<file path="config.mk">
export PLATFORM = sky130hd
export DESIGN_NAME = wb_select_stage
export DESIGN_NICKNAME = d
export VERILOG_FILES = /design/src/rtl/wb_pkg.sv /design/src/rtl/wb_skid_fifo2.sv /design/src/rtl/wb_select_stage.sv
export SDC_FILE = /design/constraint.sdc
export NUM_CORES = 1
export LEC_CHECK = 0
export CAP_MARGIN = 20
export CORE_MARGIN = 2
export CORE_UTILIZATION = 44
export CTS_BUF_LIST = sky130_fd_sc_hd__clkbuf_4
export CTS_CLUSTER_SIZE = 24
export DETAILED_ROUTE_END_ITERATION = 6
export HOLD_SLACK_MARGIN = 0.06
export MAX_ROUTING_LAYER = met4
export PLACE_DENSITY_LB_ADDON = 0.08
export SYNTH_ARGS = -nofsm -noshare
export SYNTH_HDL_FRONTEND = slang
export SYNTH_SLANG_ARGS = --single-unit
export TNS_END_PERCENT = 20
</file>
<file path="constraint.sdc">
create_clock -name clk -period 4.1 [get_ports clk]
set_input_delay 1.23 -clock clk [delete_from_list [all_inputs] [get_ports clk]]
set_output_delay 1.23 -clock clk [all_outputs]
set_load 0.005 [all_outputs]
</file>
<file path="src/rtl/wb_pkg.sv">
// Package: wb_pkg
// Shared types, constants and select-decode helpers for the writeback
// select stage (wb_select_stage) and its output FIFO (wb_skid_fifo2).
//   ld_size_e        : load size encoding for the load extension
//   WB_CONST_DEFAULT : default constant driven when sel == NUM_SRC
//   WB_FIFO_DEPTH    : depth of the writeback output buffer
//   sel_is_const     : sel selects the fixed constant
//   sel_is_bad       : sel is outside the legal range (> NUM_SRC)
package wb_pkg;

   typedef enum logic [1:0] {
      LD_BYTE = 2'd0,
      LD_HALF = 2'd1,
      LD_WORD = 2'd2
   } ld_size_e;

   localparam int WB_CONST_DEFAULT = 227;
   localparam int WB_FIFO_DEPTH    = 2;

   function automatic logic sel_is_const(input int sel, input int num_src);
      return (sel == num_src);
   endfunction

   function automatic logic sel_is_bad(input int sel, input int num_src);
      return (sel > num_src);
   endfunction

endpackage

</file>
<file path="src/rtl/wb_skid_fifo2.sv">
// Module: wb_skid_fifo2
// Two-entry FIFO holding {dest_addr, data} writeback results. The head
// entry is read straight out of registered storage, so an entry becomes
// visible on rd_* one cycle after the edge that wrote it.
// Ports:
//   clk, rst   : clock (rising edge), asynchronous active-high reset
//   flush      : synchronous discard of all entries and any same-cycle write
//   wr_valid/wr_ready/wr_data : write side
//   rd_valid/rd_ready/rd_data : read side (head entry)
// Handshake: a transfer happens on a rising edge where valid & ready are
// both high; valid never waits on ready, and data is stable while
// valid & ~ready.
module wb_skid_fifo2
   import wb_pkg::*;
#(
   parameter int W = 37
) (
   input  logic         clk,
   input  logic         rst,
   input  logic         flush,
   input  logic         wr_valid,
   output logic         wr_ready,
   input  logic [W-1:0] wr_data,
   output logic         rd_valid,
   input  logic         rd_ready,
   output logic [W-1:0] rd_data
);

   logic [W-1:0] mem [WB_FIFO_DEPTH];
   logic         head;
   logic         tail;
   logic [1:0]   count;
   logic         push;
   logic         pop;

   // Not ready during reset so nothing upstream believes a result was taken.
   assign wr_ready = (count != 2'd2) & ~rst;
   assign rd_valid = (count != 2'd0);
   assign rd_data  = mem[head];
   assign push     = wr_valid & wr_ready;
   assign pop      = rd_valid & rd_ready;

   always_ff @(posedge clk or posedge rst) begin
      if (rst) begin
         // Storage is cleared so the head reads as zero out of reset.
         mem[0] <= '0;
         mem[1] <= '0;
         head   <= 1'b0;
         tail   <= 1'b0;
         count  <= 2'd0;
      end else if (flush) begin
         head  <= 1'b0;
         tail  <= 1'b0;
         count <= 2'd0;
      end else begin
         if (push) begin
            mem[tail] <= wr_data;
            tail      <= ~tail;
         end
         if (pop) begin
            head <= ~head;
         end
         case ({push, pop})
            2'b10:   count <= count + 2'd1;
            2'b01:   count <= count - 2'd1;
            default: count <= count;
         endcase
      end
   end

endmodule

</file>
<file path="src/rtl/wb_select_stage.sv">
// Module: wb_select_stage
// Writeback source selector with a 2-entry output buffer between the
// execute/memory stages and the register-file write port. Picks one of
// NUM_SRC sources (or CONST_VAL when sel == NUM_SRC, or 0 for an
// out-of-range sel), tags it with dest_addr and queues it.
// Ports:
//   clk, reset            : clock, asynchronous active-high reset
//   flush                 : discard buffered and same-cycle incoming results
//   in_valid / in_ready   : upstream handshake
//   sel, src, dest_addr   : source select, flattened sources, destination
//   wb_valid / wb_ready   : register-file handshake (head entry)
//   wb_addr, wb_data      : head destination and data
//   bad_sel               : sticky, set when an accepted sel was > NUM_SRC
// Optional feature macro: LOAD_EXT_EN adds ld_size, ld_signed, ld_off and
// applies byte/half/word extraction with sign/zero extension to the
// MEM_IDX source before it is queued. Without it MEM_IDX passes unchanged.
// Handshake: push on in_valid & in_ready, pop on wb_valid & wb_ready, both
// at the rising edge; results reach wb_* one cycle after acceptance.
module wb_select_stage
   import wb_pkg::*;
#(
   parameter int DATA_W    = 32,
   parameter int NUM_SRC   = 5,
   parameter int SEL_W     = 3,
   parameter int ADDR_W    = 5,
   parameter int CONST_VAL = WB_CONST_DEFAULT,
   parameter int MEM_IDX   = 1
) (
   input  logic                      clk,
   input  logic                      reset,
   input  logic                      flush,
   input  logic                      in_valid,
   output logic                      in_ready,
   input  logic [SEL_W-1:0]          sel,
   input  logic [NUM_SRC*DATA_W-1:0] src,
   input  logic [ADDR_W-1:0]         dest_addr,
`ifdef LOAD_EXT_EN
   input  logic [1:0]                ld_size,
   input  logic                      ld_signed,
   input  logic [1:0]                ld_off,
`endif
   output logic                      wb_valid,
   input  logic                      wb_ready,
   output logic [ADDR_W-1:0]         wb_addr,
   output logic [DATA_W-1:0]         wb_data,
   output logic                      bad_sel
);

   // Reject configurations where the constant slot cannot be encoded or
   // the memory source index does not exist.
   if ((2 ** SEL_W) <= NUM_SRC) begin : g_bad_sel_w
      $error("SEL_W too narrow for NUM_SRC");
   end
   if (MEM_IDX >= NUM_SRC) begin : g_bad_mem_idx
      $error("MEM_IDX out of range");
   end

   logic [DATA_W-1:0]        raw;
   logic [DATA_W-1:0]        sel_data;
   logic [ADDR_W+DATA_W-1:0] head;
   logic                     push;

   // Source mux; out-of-range selects fall through to zero.
   always_comb begin
      raw = '0;
      for (int i = 0; i < NUM_SRC; i++) begin
         if (sel == SEL_W'(i)) raw = src[i*DATA_W +: DATA_W];
      end
      if (sel_is_const(int'(sel), NUM_SRC)) raw = DATA_W'(CONST_VAL);
   end

`ifdef LOAD_EXT_EN
   logic [4:0]        shamt;
   logic [DATA_W-1:0] shifted;
   logic [DATA_W-1:0] ext;

   // Halfwords are always halfword aligned, so only ld_off[1] matters.
   always_comb begin
      shamt    = (ld_size_e'(ld_size) == LD_HALF) ? {ld_off[1], 4'b0000}
                                                  : {ld_off, 3'b000};
      shifted  = raw >> shamt;
      case (ld_size_e'(ld_size))
         LD_BYTE: ext = {{(DATA_W-8){ld_signed & shifted[7]}}, shifted[7:0]};
         LD_HALF: ext = {{(DATA_W-16){ld_signed & shifted[15]}}, shifted[15:0]};
         default: ext = raw;
      endcase
      sel_data = (sel == SEL_W'(MEM_IDX)) ? ext : raw;
   end
`else
   assign sel_data = raw;
`endif

   assign push = in_valid & in_ready;

   // bad_sel survives flush; only reset clears it.
   always_ff @(posedge clk or posedge reset) begin
      if (reset) begin
         bad_sel <= 1'b0;
      end else if (push && sel_is_bad(int'(sel), NUM_SRC)) begin
         bad_sel <= 1'b1;
      end
   end

   wb_skid_fifo2 #(
      .W(ADDR_W + DATA_W)
   ) u_fifo (
      .clk      (clk),
      .rst      (reset),
      .flush    (flush),
      .wr_valid (in_valid),
      .wr_ready (in_ready),
      .wr_data  ({dest_addr, sel_data}),
      .rd_valid (wb_valid),
      .rd_ready (wb_ready),
      .rd_data  (head)
   );

   assign wb_addr = head[ADDR_W+DATA_W-1:DATA_W];
   assign wb_data = head[DATA_W-1:0];

endmodule

</file>
# Word level (Yosys, flattened, before mapping)
# Cells that the tools add are included.
classes:
  n_addsub: 2
  order_cmp: 4
  n_eq_ne: 8
  muxes: 18
  bitwise_logic: 9
  reduce_logical: 8
op_table:
  columns: ["operator", "n"]
  rows:
  - ["$mux W32", 6]
  - ["$mux W37", 4]
  - ["$bwmux W74", 1]
  - ["$demux W37 S1", 1]
  - ["$eq A3 B2 Y1 const B", 2]
  - ["$eq A3 B3 Y1 const B", 2]
  - ["$reduce_bool A2 Y1", 3]
  - ["$ge A2 B2 Y1 const B", 2]
  - ["$mux W1", 4]
  - ["$not A1 Y1", 4]
  - ["$not A1 Y2", 2]
  - ["$pmux W2 S2", 1]
  - ["$and A1 B1 Y1", 3]
  - ["$eq A3 B1 Y1 const B", 1]
  - ["$gt A3 B3 Y1 const B", 1]
  - ["$logic_not A3 Y1", 1]
  - ["$reduce_bool A3 Y1", 1]
  - ["$add A2 B1 Y2 const B", 1]
  - ["$eq A2 B1 Y1 const B", 1]
  - ["$eq A2 B2 Y1 const B", 1]
  - ["$logic_and A1 B1 Y1", 2]
  - ["$lt A2 B1 Y1 const B", 1]
  - ["$mux W2", 1]
  - ["$ne A2 B2 Y1 const B", 1]
  - ["2 further kinds", 2]
totals:
  register_bits: 79
  in_bits: 173
  output_inout_bits: 40
  elab_cells: 55

# Depth between registers and ports, before layout
# Gate-level depths: netlist of the first run.
depth:
  depth_word: 8
  ltp_mapped: 7
  ltp_nobuf: 4

# Cells and area by module
# From an unflattened synthesis of the first run, not the netlist that was laid out.
hier_totals:
  cells_unflattened: 412
  area_unflattened_um2: 4966.0
by_module_without_submodules:
  columns: ["mod", "instances", "cells_each", "area_per_inst_um2", "seq_area_each_um2"]
  rows:
  - ["wb_skid_fifo2", 1, 225, 3573.4, 1951.9]
  - ["wb_select_stage", 1, 187, 1392.6, 25.0]

# Least setup slack after synthesis of the first run
# OpenSTA, ideal clock, no wires.
synth_path:
  path_kind: "input to register"
  from: "input reset"
  to: "register u_fifo.count[0]"
  setup_time_ps: 81
  t_arrival_ps: 3248
  t_required_ps: 4019
  setup_slack_ps: 771
  stages: 3
  n_path_buf: 0
  path_cell_list: "inv_1 a31oi_1 a21oi_1"
synth_via:
  elab_chain_len: 6
  elab_cells_between_ends: 8
  classes_between: "eq/ne: 2; mux: 2; bitwise: 3; reduce/logical: 1"
synth_lines:
  columns: ["element", "line_no", "text"]
  rows:
  - ["from (decl)", "wb_select_stage.sv:30", "input logic reset,"]
  - ["$not A1 Y1 (*)", "wb_skid_fifo2.sv:37", "assign wr_ready = (count != 2'd2) & ~rst;"]
  - ["$and A1 B1 Y1 (*)", "wb_skid_fifo2.sv:37", null]
  - ["$and A1 B1 Y1 (*)", "wb_skid_fifo2.sv:40", "assign push = wr_valid & wr_ready;"]
  - ["$eq A2 B1 Y1 / $eq A2 B2 Y1 (equally long branches)", "wb_skid_fifo2.sv:63", "case ({push, pop})"]
  - ["$pmux W2 S2", "wb_skid_fifo2.sv:63", null]
  - ["$mux W2", "wb_skid_fifo2.sv:51", "end else if (flush) begin"]
  - ["to (signal assigned)", "wb_skid_fifo2.sv:64", "2'b10: count <= count + 2'd1;"]
  - ["to (signal assigned)", "wb_skid_fifo2.sv:65", "2'b01: count <= count - 2'd1;"]
  - ["to (signal assigned)", "wb_skid_fifo2.sv:66", "default: count <= count;"]
  - ["to (decl)", "wb_skid_fifo2.sv:32", "logic [1:0] count;"]
# Every way passes the cells marked *; elsewhere a longest branch is shown, timed or not.
# A chain may end at the register's enable or synchronous reset.

# Final worst setup path of the first run
layout_path:
  from: "input reset"
  to: "output in_ready"
layout_via:
  elab_chain_len: 2
layout_lines:
  columns: ["element", "line_no", "text"]
  rows:
  - ["$not A1 Y1", "wb_skid_fifo2.sv:37", null]
  - ["$and A1 B1 Y1", "wb_skid_fifo2.sv:37", null]
  - ["to (decl)", "wb_select_stage.sv:33", "output logic in_ready,"]
# Every way passes these cells.

==> results.cfg, run 1 <==
[run_status]
status = completed

[floorplan]
die_w_um = 108.9
die_area_um2 = 11860
placementRows = 38
pin_count = 213
start_util_pct = 44.88
die_h_um = 108.9
fp.coreArea_um2 = 10790

[critical_path]
cp.arrival_ps = 2260
startpoint_type = input port
required_ps = 2870
worstPathBufferInverterCount = 2
worst_setup_path_end_kind = output pin
cpPeakStageDelay_ps = 500
critical_path.slowest_cell = clkdlybuf4s50_1
worstSetupStartpoint = reset
cp_max_fo = 2
cp_common_cell = clkdlybuf4s50_1
critical_path_class = in2out
crit_chain = clkdlybuf4s50_1 -> nor2_1 -> clkdlybuf4s50_1
reg2reg_from = u_fifo.count[1]$_DFFE_PP0P_
critical-path-top-delay-family = buffers and inverters

[drt]
drtPass1Iterations = 4
avgViaCountPerCell = 5.552
wl_met1_um = 6201
drt_wl_total_um = 15220
antenna_left = 0
drtIter0Drc = 238
dr.max_layer_used = met4
routed-via-count = 4603
route.met2.wl_um = 7515
wl_met3_um = 1276
wl_per_cell_um = 18.36
drc = 0

[cts]
post_cts_buffers = 0
cts_resized = 0
clock_path_buffers = 2
clkTransAtPathRegs_ps = 120
cts.root.buffer_cell = clkbuf_4
insertion_delay_ps = 440
cts_made_buffers = 9
clock-sinks = 79
htreeDepth = 3
cts_tree = done
cts_hold_buf = 0

[run]
cap_violations = 0

[global_route]
grt_remaining_overflow = 0
grt_pass1_vias = 4671
grt_max_degree = 60
antenna_found_initial = 0
track_usage_pct = 26.40
grt_pass1_wl_um = 23390

[logic_synthesis]
yosysUniqueCellTypes = 36
synthCells = 488
synth_edf_count = 0
syn_nets = 661
synth_seq_area_share_pct = 40.82
netlist.area_leader.share_pct = 40.82
synth_area_per_cell_um2 = 9.925
synth.cell_area_um2 = 4843
yosys_warnings = 0
ys_async_sr_fraction_pct = 100.0
yosys-top-cells-count = dfrtp_1, a21oi_1, mux2_2, nand2_1, o22ai_1
yosysTopAreaCell = dfrtp_1
yosysMostFrequentCell = dfrtp_1
yosys-top-cells-area = dfrtp_1, mux2_2, mux2i_1
synth-seq-cells = 79
ys.flop_type = dfrtp_1

[timing]
tns_ps = 0
hold_viol_final = 0
rsz0062_at_grt = false
relSlewSlack_pct = 47.51
layout_setup_ws_ps = 611.3
fin_crit_sh_pct = 85.09
max_freq_mhz = 286.6
tightest_slew_ps = 787.3
final.min_clock_period_ps = 3489
maxSlewViolCount = 0
finalClockSkew_ps = 10.99
finalSetupViolCount = 0

[worst_hold_path]
hold_path.class = reg2reg
min_from = u_fifo.mem[67]$_DFFE_PP0P_

[final_layout]
nets = 857
multi_input_area_um2 = 2656
drive_gt1_share_pct = 16.84
area_growth_pct = 48.95
nFillCells = 874
antenna_cells = 0
seq_area_um2 = 1978
instances_no_fill = 829

[placement]
placed_cells = 813
hpwl_um = 10620
port_buffers = 212
gp_congestion = 0.7854
pre_cts_ws_ps = 610.8

[pwr]
ir_worst_vdd_v = 0.0002021
p_leak_nw = 2.951
powerDensity_nw_per_um2 = 335.3
p_total_mw = 2.419
sequential cells by signal, summed over array words and instances, names as in the netlist:
register and cells:
bad_sel 1, u_fifo.count 2, u_fifo.head 1, u_fifo.mem 74, u_fifo.tail 1
report_power, final:
group	total, mW	internal [mW]	leakage [nW]	switching [mW]
combinational	0.811	0.512	1.83	0.299
clock	0.578	0.304	0.0933	0.273
sequential	1.03	0.940	1.02	0.0907
final timing paths:
kind,end,slack (ps),cells after the start
hold reg to reg,u_fifo.mem[67]$_DFFE_PP0P_,480,2
setup / recovery,in_ready,610,3
setup reg to reg,u_fifo.mem[45]$_DFFE_PP0P_,2120,3
hold / removal,u_fifo.mem[67]$_DFFE_PP0P_,480,2
max in group asynchronous,u_fifo.head$_DFFE_PP0P_,2200,4
min in group asynchronous,u_fifo.count[1]$_DFFE_PP0P_,1120,3
through the flow:
| step | hold WS [ps] | utilization (%) | cell area [µm²] |
|---|---|---|---|
| 2_1_floorplan | 441.7 | - | 4843 |
| 3_3_place_gp | 455.3 | 65.19 | 7036 |
| 3_5_place_dp | 462.2 | 65.19 | 7036 |
| 4_1_cts | 491.0 | 66.84 | 7214 |
| 5_1_grt | 513.5 | 66.84 | 7214 |
| 6_report | 484.8 | 66.84 | 7214 |
layer usage:
metal,global-route usage [%],vias to the layer above
li1,-,2172
met1,31.47,2257
met2,44.63,156
met3,6.934,18
met4,6.410,0
met5,-,-
placed cells by master (no fill, tap or decap), types with 2 or more instances in the layout:
cell type,n
nand2_1,40
clkdlybuf4s50_1,210
mux2_2,54
or2_2,2
o31ai_2,15
dfrtp_1,78
o22ai_1,36
nand2b_1,33
bufinv_16,3
buf_4,14
mux2i_1,33
o2bb2ai_1,27
clkinv_2,3
nor3_1,2
nor2_1,35
a21oi_1,58
nand2_2,5
o31ai_1,12
clkbuf_4,9
kinds of logic after synthesis:
kind of cell	share of synthesized area (%)
compound gates	21.98
xor+xnor	0.3617
buf+inv	4.779
simple gates	12.68
flops	40.82
mux	19.37
worst register-to-register path, cell delays in order (launching register included):
cell and delay (ps):
dfrtp_1 460, nor2b_4 190, or4_4 820, o31ai_2 410
area by class of cell:
cell class                 instances  area share (%)
tap                              140           2.428
sequential                        79           27.42
timing repair buffer             226           30.73
inverter                           2          0.1214
clock buffer                       9          0.9365
multi-input combinational        366           36.82
clock inverter                     7           1.544
Power figures use the tool's default switching activity.
==> run 2: changes to the inputs <==
- ABC_AREA: default -> 1
- CORE_UTILIZATION: 44 -> 45
==> run 2 against run 1 <==
- the run now ends with DRC left
- sequential cell count unchanged
- clock power down 29%
- die area up 7.5%
- largest power group unchanged
- power down 4.9%
==> results.cfg, run 2 <==
[critical_path]
startpoint_type = input port
worstPathBufferInverterCount = 2
required_ps = 2870
cp_common_cell = clkdlybuf4s50_1
crit_chain = clkdlybuf4s50_1 -> nor2_1 -> clkdlybuf4s50_1
cp_max_fo = 3
cpPeakStageDelay_ps = 520
reg2reg_to = u_fifo.mem[48]$_DFFE_PP0P_
r2r_slack_ps = 2290
rr_worst_depth = 9
critical-path-top-delay-family = buffers and inverters
critical_path.slowest_cell = clkdlybuf4s50_1
worst_setup_path_end_kind = output pin
cp.arrival_ps = 2370
critical_path_class = in2out
reg2reg_from = u_fifo.count[0]$_DFFE_PP0P_

[final_layout]
largest_reg_flops = 74
layout_common_cells = nand2_1, clkdlybuf4s50_1, nand3_1
nets = 1211
nFillCells = 1113
area_growth_pct = 42.84
largest_register = u_fifo.mem
final_common_cell = nand2_1
instances_no_fill = 1188
reg_top3 = u_fifo.mem (74), u_fifo.count (2)
drive_gt1_share_pct = 5.465

[logic_synthesis]
synth.cell_area_um2 = 5339
yosys-top-cells-count = nand2_1, nand3_1, dfrtp_1, inv_1, nor2_1
synth-seq-cells = 79
yosysTopAreaCell = dfrtp_1
netlist.area_leader.share_pct = 37.03
ys_async_sr_fraction_pct = 100.0
yosys_warnings = 0
synth_seq_area_share_pct = 37.03
synthCells = 849
yosysUniqueCellTypes = 24
syn_nets = 1022
synth_area_per_cell_um2 = 6.288
yosys-top-cells-area = dfrtp_1, nand2_1, nand3_1
yosysMostFrequentCell = nand2_1
ys.flop_type = dfrtp_1
synth_edf_count = 0

[pwr]
ir_worst_vdd_v = 0.0001261
p_leak_nw = 4.037
p_total_mw = 2.300
powerDensity_nw_per_um2 = 301.6

[placement]
gp_congestion = 0.8944
pre_cts_ws_ps = 502.7
port_buffers = 212
hpwl_um = 12600
placed_cells = 1168

[timing]
maxSlewViolCount = 0
relSlewSlack_pct = 50.51
layout_setup_ws_ps = 503.9
tightest_slew_ps = 741.3
fin_crit_sh_pct = 87.71
max_freq_mhz = 278.1
tns_ps = 0
hold_viol_final = 0
finalSetupViolCount = 0
final.min_clock_period_ps = 3596
finalClockSkew_ps = 12.71
rsz0062_at_grt = false

[run]
cap_violations = 0

[global_route]
grt_pass1_vias = 5432
use_met3_pct = 4.981
grtUsageMet1_pct = 37.62
grt_pass1_wl_um = 27520
track_usage_pct = 28.24
met2_usage_pct = 44.30
grt_max_degree = 80
top_usage_layer = met2
grt_remaining_overflow = 0
antenna_found_initial = 2

[floorplan]
die_area_um2 = 12750
die_h_um = 112.9
start_util_pct = 46.36
fp.coreArea_um2 = 11520
die_w_um = 112.9
placementRows = 39
pin_count = 213

[worst_hold_path]
hold_path.class = reg2reg
whs_path_depth = 1
min_from = bad_sel$_DFFE_PP0P_
hold-path-endpoint = bad_sel$_DFFE_PP0P_

[drt]
drtIter0Drc = 377
wl_per_cell_um = 14.38
antenna_left = 0
drc = 5
drt_wl_total_um = 17090
avgViaCountPerCell = 4.896
drtPass1Iterations = 7
routed-via-count = 5817

[cts]
cts_resized = 0
cts.root.buffer_cell = clkbuf_4
clock-sinks = 79
cts_tree = done
clkTransAtPathRegs_ps = 120
post_cts_buffers = 0
cts_made_buffers = 9
htreeDepth = 3
insertion_delay_ps = 440
cts_hold_buf = 0
clock_path_buffers = 2

[run_status]
status = finished, violations left
violations = DRC
-- run 2: changes by cell type after synthesis, sizes merged, moves of 35 or more --
cell | previous run | this run
a21oi | 58 | 4
inv | 2 | 76
mux2 | 54 | 0
nand2 | 45 | 394
nand3 | 0 | 96
nor2 | 35 | 70
o22ai | 36 | 0
-- run 2: power by group --
part,leakage (nW),switching (mW),internal [mW]
registers,1.03,0.0901,0.946
logic,2.94,0.389,0.461
clock network,0.0687,0.271,0.143
-- run 2: per-stage QoR --
stage	utilization, %	cell area [µm²]	hold slack [ps]
final	66.22	7626	488.0
after global routing	66.22	7626	511.3
after CTS	65.76	7574	492.1
after detailed placement	64.79	7461	465.1
after global placement	64.79	7461	460.6
after floorplan	-	5339	448.7
-- run 2: worst max path at each step --
| stage | startpoint | to | cells past startpoint |
|---|---|---|---|
| after global placement | reset | in_ready | 3 |
| final | reset | in_ready | 3 |
| after floorplan | reset | u_fifo.mem[30]$_DFFE_PP0P_ | 8 |
| after CTS | u_fifo.head$_DFFE_PP0P_ | wb_data[12] | 4 |
| after global routing | reset | in_ready | 3 |
| after detailed placement | reset | in_ready | 3 |
-- run 2: routing by layer --
metal  vias up  share of wire (%)
met5         -                  0
met4         0                2.4
met3        25                6.5
met2       199                 47
met1      2586                 44
li1       3007                  -
-- run 2: cells by family (layout without fill, tap and decap cells) --
group	after synthesis	in the layout	share of synthesized area (%)
AOI/OAI and AO/OA	23	23	2.297
buffers and inverters	128	322	11.13
DFF	79	79	37.03
other	0	2	0
and+or+nand+nor	619	619	49.54
-- run 2: area by class of cell --
class / instances / area [µm²] / area share (%)
multi-input cells: 642 / 2768 / 36.29
repair buffers: 229 / 2295 / 30.09
flip-flops and latches: 79 / 1977 / 25.92
inverters: 77 / 290.3 / 3.806
well taps: 143 / 178.9 / 2.346
clock buffers: 12 / 90.09 / 1.181
clock inverters: 4 / 22.52 / 0.2953
diodes: 2 / 5.005 / 0.06563
==> RTL edit (settings of run 2) <==
The option `LOAD_EXT_EN` is turned on by a define.
--- a/src/rtl/wb_select_stage.sv
+++ b/src/rtl/wb_select_stage.sv
@@ -16,6 +16,8 @@
 // MEM_IDX source before it is queued. Without it MEM_IDX passes unchanged.
 // Handshake: push on in_valid & in_ready, pop on wb_valid & wb_ready, both
 // at the rising edge; results reach wb_* one cycle after acceptance.
+`define LOAD_EXT_EN
+
 module wb_select_stage
    import wb_pkg::*;
 #(
Interface: changed (added ld_off, ld_signed and ld_size); port bits go from 213 to 218. No check against the original RTL was run, so the function may have changed too.
==> RTL edit against run 2 <==
  * Clock power increased by 17%
  * Routed wire length increased by 15%
  * Sequential cell count unchanged
  * Worst setup slack improved by 47 ps
  * Utilization increased by 0.30 points
  * Combinational power increased by 22%
  * Design area increased by 3.9%
  * Fmax increased by 1.3%
  * Synthesized area increased by 1.9%
  * Power increased by 14%
  * Sequential power increased by 6%
==> RTL edit: results <==
[cells_and_area]
bufAreaShareNonClock = 0.297
seq_cells = 79
n_clock_buffer = 11
register_area_mm2 = 0.00198
multiInputGateArea_mm2 = 0.00304

[placement]
placedCellCount = 1166
place_area_mm2 = 0.00778
preCtsSetupSlack_ps = 437
placement.io_buffers = 217
place.gp.congestion = 0.963

[worst_hold_path]
hold_depth = 2
hold_end = u_fifo.mem[42]$_DFFE_PP0P_
hp-start = u_fifo.mem[42]$_DFFE_PP0P_

[synth]
yosysSeqAreaShare = 0.363
netlist_top_cells_area = dfrtp_1, nand2_1, nand3_1

[detailed_routing]
dr.first_iter.drc_count = 617
first_pass_iters = 5
m1WireLength_um = 7990
wl_um = 19600

[power]
switching_share = 0.329
power.leakage_nw = 3.81
ir_drop_mv = 0.141

[setup_path]
cp.arrival_ps = 2320

[timing]
slew_headroom = 0.469
hold_ws_ps = 492
finClkSkew_ps = 15.6

[global_route]
grt_use_met2 = 0.505
grtUsageTotal = 0.320
grt_pass1_vias = 6053
grt.met3_usage = 0.0632
grt_max_degree = 53

[outcome]
status = complete, no violations
[RTL edit: changes by cell type in the layout (fill, tap and decap cells not counted), moves of 8 or more]
cell	before	now
nand2_1	392	352
nor2_1	66	33
o21ai_0	16	47
mux2_2	0	20
inv_1	69	56
or2_1	15	2
a21oi_1	4	16
o21ai_1	0	9
o22ai_1	0	8
[RTL edit: power by group through the flow]
stage | Combinational (W) | Clock, W | Sequential (W)
after floorplan | 0.000503 | 0 | 0.00107
after global placement | 0.00103 | 0 | 0.00110
after detailed placement | 0.00104 | 0 | 0.00111
after CTS | 0.00105 | 0.000485 | 0.00109
after global routing | 0.00116 | 0.000517 | 0.00112
final | 0.00104 | 0.000483 | 0.00110
[RTL edit: logic make-up after synthesis]
logic type | after synthesis | share of synthesized area
and+or+nand+nor | 535 | 0.422
buffers and inverters | 107 | 0.0794
AOI/OAI and AO/OA | 92 | 0.0939
DFF | 79 | 0.363
muxes | 20 | 0.0414
